==> src/rtl/mmind_if.sv <==
// Handshake and bank bus between the Mastermind sequencer and its register banks/display.
interface mmind_if;
    logic        enter;
    logic [3:0]  digit_in;
    logic [15:0] sec_q;
    logic [15:0] gss_q;
    logic [3:0]  sec_en;
    logic [3:0]  gss_en;
    logic [1:0]  pos;
    logic [2:0]  phase;
    logic [2:0]  exact;
    logic [2:0]  partial;
    logic [3:0]  guess_cnt;
    logic        err;
    logic        win;
    logic        lose;

    modport master (
        output enter, digit_in, sec_q, gss_q,
        input  sec_en, gss_en, pos, phase, exact, partial, guess_cnt, err, win, lose
    );

    modport slave (
        input  enter, digit_in, sec_q, gss_q,
        output sec_en, gss_en, pos, phase, exact, partial, guess_cnt, err, win, lose
    );
endinterface

==> src/rtl/mmind_ctrl.sv <==
// Mastermind game sequencer: digit entry into secret/guess banks, multi-cycle scoring, win/lose tracking.
// state  | meaning
// SECRET | entering the four secret digits
// GUESS  | entering the four guess digits
// SCORE  | one cycle per colour, accumulating common-digit count
// RESULT | score shown, enter starts next guess
// WIN    | all four exact, enter starts new game
// LOSE   | guesses exhausted, enter starts new game
module mmind_ctrl #(
    parameter int NUM_COLORS  = 6,
    parameter int MAX_GUESSES = 10
) (
    input  logic   i_clk,
    input  logic   i_reset,
    mmind_if.slave bus
);
    typedef enum logic [2:0] {
        S_SECRET = 3'd0,
        S_GUESS  = 3'd1,
        S_SCORE  = 3'd2,
        S_RESULT = 3'd3,
        S_WIN    = 3'd4,
        S_LOSE   = 3'd5
    } state_t;

    localparam logic [4:0] LP_NC     = 5'(NUM_COLORS);
    localparam logic [3:0] LP_LAST_C = 4'(NUM_COLORS - 1);
    localparam logic [3:0] LP_MAX    = 4'(MAX_GUESSES);

    state_t     r_state, w_state_nxt;
    logic [1:0] r_pos;
    logic [2:0] r_exact, r_partial, r_acc;
    logic [3:0] r_guess_cnt, r_color;
    logic       r_err;

    logic       w_valid, w_commit, w_last_color;
    logic [2:0] w_exact_cnt, w_sec_cnt, w_gss_cnt, w_min, w_acc_sum;
    logic [3:0] w_cnt_inc, w_sec_en, w_gss_en;

    assign w_valid      = {1'b0, bus.digit_in} < LP_NC;
    assign w_commit     = bus.enter && w_valid;
    assign w_last_color = (r_color == LP_LAST_C);
    assign w_cnt_inc    = (r_guess_cnt == LP_MAX) ? r_guess_cnt : r_guess_cnt + 4'd1;

    always_comb begin
        w_exact_cnt = 3'd0;
        w_sec_cnt   = 3'd0;
        w_gss_cnt   = 3'd0;
        for (int i = 0; i < 4; i++) begin
            if (bus.sec_q[4*i +: 4] == bus.gss_q[4*i +: 4]) w_exact_cnt = w_exact_cnt + 3'd1;
            if (bus.sec_q[4*i +: 4] == r_color)             w_sec_cnt   = w_sec_cnt + 3'd1;
            if (bus.gss_q[4*i +: 4] == r_color)             w_gss_cnt   = w_gss_cnt + 3'd1;
        end
        w_min     = (w_sec_cnt < w_gss_cnt) ? w_sec_cnt : w_gss_cnt;
        w_acc_sum = r_acc + w_min;
    end

    always_comb begin
        w_state_nxt = r_state;
        w_sec_en    = 4'd0;
        w_gss_en    = 4'd0;
        case (r_state)
            S_SECRET: if (w_commit) begin
                w_sec_en[r_pos] = 1'b1;
                if (r_pos == 2'd3) w_state_nxt = S_GUESS;
            end
            S_GUESS: if (w_commit) begin
                w_gss_en[r_pos] = 1'b1;
                if (r_pos == 2'd3) w_state_nxt = S_SCORE;
            end
            S_SCORE: if (w_last_color) begin
                // r_exact was captured on the first colour cycle, so it is final here
                if (r_exact == 3'd4)          w_state_nxt = S_WIN;
                else if (w_cnt_inc == LP_MAX) w_state_nxt = S_LOSE;
                else                          w_state_nxt = S_RESULT;
            end
            S_RESULT: if (bus.enter) w_state_nxt = S_GUESS;
            S_WIN, S_LOSE: if (bus.enter) w_state_nxt = S_SECRET;
            default: w_state_nxt = S_SECRET;
        endcase
    end

    always_ff @(posedge i_clk or posedge i_reset) begin
        if (i_reset) begin
            r_state     <= S_SECRET;
            r_pos       <= 2'd0;
            r_exact     <= 3'd0;
            r_partial   <= 3'd0;
            r_acc       <= 3'd0;
            r_guess_cnt <= 4'd0;
            r_color     <= 4'd0;
            r_err       <= 1'b0;
        end else begin
            r_state <= w_state_nxt;
            r_err   <= ((r_state == S_SECRET) || (r_state == S_GUESS)) && bus.enter && !w_valid;
            case (r_state)
                S_SECRET, S_GUESS: begin
                    r_color <= 4'd0;
                    r_acc   <= 3'd0;
                    if (w_commit) r_pos <= r_pos + 2'd1;
                end
                S_SCORE: begin
                    r_color <= r_color + 4'd1;
                    r_acc   <= w_acc_sum;
                    if (r_color == 4'd0) r_exact <= w_exact_cnt;
                    if (w_last_color) begin
                        r_partial   <= w_acc_sum - r_exact;
                        r_guess_cnt <= w_cnt_inc;
                    end
                end
                S_RESULT: if (bus.enter) r_pos <= 2'd0;
                S_WIN, S_LOSE: if (bus.enter) begin
                    r_pos       <= 2'd0;
                    r_guess_cnt <= 4'd0;
                    r_exact     <= 3'd0;
                    r_partial   <= 3'd0;
                end
                default: r_pos <= 2'd0;
            endcase
        end
    end

    assign bus.sec_en    = w_sec_en;
    assign bus.gss_en    = w_gss_en;
    assign bus.pos       = r_pos;
    assign bus.phase     = r_state;
    assign bus.exact     = r_exact;
    assign bus.partial   = r_partial;
    assign bus.guess_cnt = r_guess_cnt;
    assign bus.err       = r_err;
    assign bus.win       = (r_state == S_WIN);
    assign bus.lose      = (r_state == S_LOSE);
endmodule

==> src/flat_wrapper.sv <==
// flat-port wrapper written by rule: the top's interface ports become plain ports
module mmind_ctrl_flat 
#(
    parameter int NUM_COLORS  = 6,
    parameter int MAX_GUESSES = 10
)
  (i_clk, i_reset, bus_enter, bus_digit_in, bus_sec_q, bus_gss_q, bus_sec_en, bus_gss_en, bus_pos, bus_phase, bus_exact, bus_partial, bus_guess_cnt, bus_err, bus_win, bus_lose);
  mmind_if bus_i ();
  input  logic i_clk;
  input  logic i_reset;
  input wire logic [$bits(bus_i.enter)-1:0] bus_enter;
  input wire logic [$bits(bus_i.digit_in)-1:0] bus_digit_in;
  input wire logic [$bits(bus_i.sec_q)-1:0] bus_sec_q;
  input wire logic [$bits(bus_i.gss_q)-1:0] bus_gss_q;
  output wire logic [$bits(bus_i.sec_en)-1:0] bus_sec_en;
  output wire logic [$bits(bus_i.gss_en)-1:0] bus_gss_en;
  output wire logic [$bits(bus_i.pos)-1:0] bus_pos;
  output wire logic [$bits(bus_i.phase)-1:0] bus_phase;
  output wire logic [$bits(bus_i.exact)-1:0] bus_exact;
  output wire logic [$bits(bus_i.partial)-1:0] bus_partial;
  output wire logic [$bits(bus_i.guess_cnt)-1:0] bus_guess_cnt;
  output wire logic [$bits(bus_i.err)-1:0] bus_err;
  output wire logic [$bits(bus_i.win)-1:0] bus_win;
  output wire logic [$bits(bus_i.lose)-1:0] bus_lose;
  assign bus_i.enter = bus_enter;
  assign bus_i.digit_in = bus_digit_in;
  assign bus_i.sec_q = bus_sec_q;
  assign bus_i.gss_q = bus_gss_q;
  assign bus_sec_en = bus_i.sec_en;
  assign bus_gss_en = bus_i.gss_en;
  assign bus_pos = bus_i.pos;
  assign bus_phase = bus_i.phase;
  assign bus_exact = bus_i.exact;
  assign bus_partial = bus_i.partial;
  assign bus_guess_cnt = bus_i.guess_cnt;
  assign bus_err = bus_i.err;
  assign bus_win = bus_i.win;
  assign bus_lose = bus_i.lose;
  mmind_ctrl #(.NUM_COLORS(NUM_COLORS), .MAX_GUESSES(MAX_GUESSES)) u_core (.i_clk(i_clk), .i_reset(i_reset), .bus(bus_i));
endmodule
==> config.mk <==
export PLATFORM = sky130hd
export DESIGN_NAME = mmind_ctrl_flat
export DESIGN_NICKNAME = d
export VERILOG_FILES = /design/src/rtl/mmind_if.sv /design/src/rtl/mmind_ctrl.sv /design/src/flat_wrapper.sv
export SDC_FILE = /design/constraint.sdc
export NUM_CORES = 1
export LEC_CHECK = 0
export CORE_MARGIN = 1.5
export CORE_UTILIZATION = 40
export CTS_BUF_LIST = sky130_fd_sc_hd__clkbuf_4 sky130_fd_sc_hd__clkbuf_8
export CTS_CLUSTER_DIAMETER = 150
export DETAILED_ROUTE_END_ITERATION = 10
export PLACE_DENSITY = 0.74
export SYNTH_ARGS = -nofsm -noshare
export SYNTH_HDL_FRONTEND = slang
export SYNTH_SLANG_ARGS = --single-unit
==> constraint.sdc <==
create_clock -name i_clk -period 6.5 [get_ports i_clk]
set_clock_uncertainty 0.05 [all_clocks]
set_input_delay 1.625 -clock i_clk [delete_from_list [all_inputs] [get_ports i_clk]]
set_output_delay 1.625 -clock i_clk [all_outputs]
set_load 0.005 [all_outputs]
==> metrics.txt <==
total of warnings raised by yosys=0; GP Congestion=0.7951; routed via count=~2100; worst r2r path cells=22; number of DRC violations after detailed-routing iteration 0=75; maximum operating frequency=0.1733 GHz; number of design rule violations left after detail routing=0; wirelength, routed=5.424 mm; Via density=5.129; final cell utilization of the core=between 50 and 60%; number of placed instances, taps included=around 420; die span in x=roughly 82 um; H-tree level count=1; maximum capacitance violations=0; Die Footprint=6672 sq um; worst endpoint data arrival time=between 5000 and 6000 ps; transition time of the tightest slew-check pin=889.9 ps; Overall Global Routing Usage=17.29%; Power Density=170.7 nW/um^2; register clock-pin slew on the reported worst setup and hold paths=around 90 ps; critical path class=primary input to flop; crit end category=flop; worst ir drop on vdd=96.68 uV; worst min-delay path class=flop to flop; number of synthesized register bits=23; largest area contributor in the netlist=sky130_fd_sc_hd__dfrtp_1; starting density of the core=41.58%; total met3 wirelength after detailed routing=122 um; area of the core=between 5000 and 6000 sq um; number of nets in the layout=409; count of cells resized by post-cts repair=0; dpl cell area=around 3100 sq um; CTS tree=built; maximum buffer depth of the clock tree=2; post-detailed-route count of antenna-violating nets=0; Die Y-Extent=a little over 80 um; delay of the slowest cell on the worst path=510 ps; final count of negative-setup-slack endpoints=0; setup repair after global routing missed its margin=no; initial antenna violation count=0; antenna cell count=0; final critical delay including setup and external delays=5772 ps; fin area=3191 sq um; required time at the worst-slack endpoint=6590 ps; global-route wire length before repair=about 9.0 mm; area growth from synthesis to layout=28.85%; number of buffers created by CTS=3; share of final-layout standard cells stronger than drive strength 1=2.907%; count of unique library cells instantiated by Yosys=42; setup TNS=0 ps; post-synthesis cell count=290; I/O pins=65; run status=completed; router iterations before antenna repair=4; critical register-to-register path startpoint=u_core.r_color[2]$_DFFE_PP0P_; Worst Hold Depth=2; cell count along the critical path=23; EDFF count, synth=0; sequential share of the synthesized area=23.24%; crit path cell chain=clkdlybuf4s50_1 -> xnor2_1 -> and4_1 -> ha_1 -> xnor2_1 -> inv_1 -> ha_1 -> inv_1 -> nor2_1 -> xnor2_1 -> ha_1 -> inv_1 -> nand2_1 -> nor2_1 -> mux2i_1 -> o211a_1 -> mux2i_1 -> fa_1 -> inv_1 -> fa_1 -> xnor2_1 -> xnor2_1 -> o21ai_0; count of pins over their slew limit=0; Num Clock Sinks=23; slew margin rel.=roughly 41%; global route total overflow=0; share of the cycle needed by the critical path after routing=a little under 90%; sum of met2 wire segment lengths after detailed routing=2.795 mm; most used flip-flop cell after synthesis=sky130_fd_sc_hd__dfrtp_1; Syn Std Cell Area=between 2000 and 2500 sq um; syn_nets=354; per-instance average area after synthesis=8.538 sq um; count of input and output buffers=63; routed metal-1 wirelength=about 2.5 mm; pin count of the biggest net entering global routing=28; setup slack at placement=430.2 ps; dominant delay contributor by cell family on the critical path=adder cells; synth cell count leaders=41 x sky130_fd_sc_hd__xnor2_1, 26 x sky130_fd_sc_hd__nand2_1, 24 x sky130_fd_sc_hd__inv_1, 23 x sky130_fd_sc_hd__dfrtp_1, 23 x sky130_fd_sc_hd__ha_1; Buffers & Inverters on Critical Path=5; CP max-delay cell=sky130_fd_sc_hd__fa_1; most numerous cell in the Yosys netlist=sky130_fd_sc_hd__xnor2_1; hold path start=u_core.bus.partial[1]$_DFFE_PP0P_; largest cells by area after synthesis=sky130_fd_sc_hd__dfrtp_1 23%, sky130_fd_sc_hd__xnor2_1 15%, sky130_fd_sc_hd__ha_1 12%; static leakage=1.361 nW; final hold violation count=0; final critical-path setup slack=728.0 ps; beginning of the critical path=bus_sec_q[2]; post-CTS setup-driven buffer insertion count=0; Max Fanout on Critical Path=4; post-cts hold buffer count=0; Routed WL per cell=12.95 um; clock latency of the later-clocked register in the worst-skew pair=270 ps; number of standard cells in the final layout excluding fillers=between 400 and 500; post-synthesis async set-or-reset flop share=100.0%; highest metal layer with signal wires=met4; startpoint type of the worst setup path=primary input; portion of synthesized cell area occupied by the leading cell type=a little under a quarter; number of global-route vias before repair=1999; number of placement rows=28; most prevalent standard cell on the critical path=sky130_fd_sc_hd__xnor2_1; estimated wirelength of the detail-placed design=roughly 4.4 mm; clock root buffer master=sky130_fd_sc_hd__clkbuf_8
-- metal layers --
layer  GRT usage [%]  up-vias
li1                -     1079
met1           22.62     1034
met2           30.25       32
met3           2.444        4
met4           3.390        0
met5               0        -
-- path summary, 6_finish.rpt --
check | endpoint | slack [ps]
worst max register to register | u_core.bus.partial[2]$_DFFE_PP0P_ | 1780
worst min register to register | u_core.bus.partial[1]$_DFFE_PP0P_ | 430
max in group asynchronous | u_core.bus.phase[0]$_DFFE_PP0P_ | 4060
min in group asynchronous | u_core.bus.guess_cnt[0]$_DFFE_PP0P_ | 1790
worst min-delay path | u_core.bus.partial[1]$_DFFE_PP0P_ | 430
worst max-delay path | u_core.bus.partial[2]$_DFFE_PP0P_ | 730
-- registers in the layout (all words and copies together) (netlist names) --
| name | count |
|---|---|
| u_core.bus.phase | 3 |
| u_core.bus.exact | 3 |
| u_core.bus.pos | 2 |
| u_core.bus.partial | 3 |
| u_core.bus.guess_cnt | 4 |
| u_core.bus.err | 1 |
| u_core.r_color | 4 |
| u_core.r_acc | 3 |
-- cell families (layout without fill, tap and decap cells) --
kind of cell	count (synthesis)	after routing	share of synthesized area, %
and+or+nand+nor	83	83	19.66
xor gates and xnor gates	63	63	22.59
AOI/OAI and AO/OA	49	49	11.67
DFF	23	23	23.24
adders and majority gates	25	25	13.24
muxes	8	8	3.234
buffers and inverters	39	93	6.367
-- stage by stage --
stage	hold WS (ps)	power, mW
after floorplan	423.3	0.3550
after global placement	412.7	0.4518
after detailed placement	419.1	0.4601
after CTS	438.9	0.5504
after global routing	459.3	0.5957
final	430.6	0.5446
-- power breakdown --
| group | internal (mW) | total (mW) | switching, mW |
|---|---|---|---|
| sequential | 0.162 | 0.214 | 0.0522 |
| combinational | 0.134 | 0.240 | 0.106 |
| clock | 0.0428 | 0.0906 | 0.0477 |
-- tightest hold or removal path, delay by kind of cell, from the launching register on --
family	cells	cell delay, ps
compound gates	1	60
flops	1	350
simple gates	1	40
-- area by class of cell --
type / instances / area [sq um]
Clock buffer: 3 / 41.29
Clock inverter: 1 / 5.005
Fill cell: 562 / 2765
Inverter: 25 / 93.84
Multi-Input combinational cell: 228 / 1743
Sequential cell: 23 / 575.6
Tap cell: 75 / 93.84
Timing Repair Buffer: 64 / 638.1
-- cells in the final DEF, fill, tap and decap left out, types with 7 or more instances in the layout --
master / count
sky130_fd_sc_hd__xnor2_1: 41
sky130_fd_sc_hd__ha_1: 23
sky130_fd_sc_hd__clkdlybuf4s50_1: 63
sky130_fd_sc_hd__nor2_1: 12
sky130_fd_sc_hd__inv_1: 24
sky130_fd_sc_hd__a21oi_1: 14
sky130_fd_sc_hd__nand2_1: 26
sky130_fd_sc_hd__mux2i_1: 8
sky130_fd_sc_hd__and2_1: 7
sky130_fd_sc_hd__xor2_1: 21
sky130_fd_sc_hd__dfrtp_1: 23
sky130_fd_sc_hd__o21ai_0: 19
No activity file was read; power rests on OpenSTA's default activity.
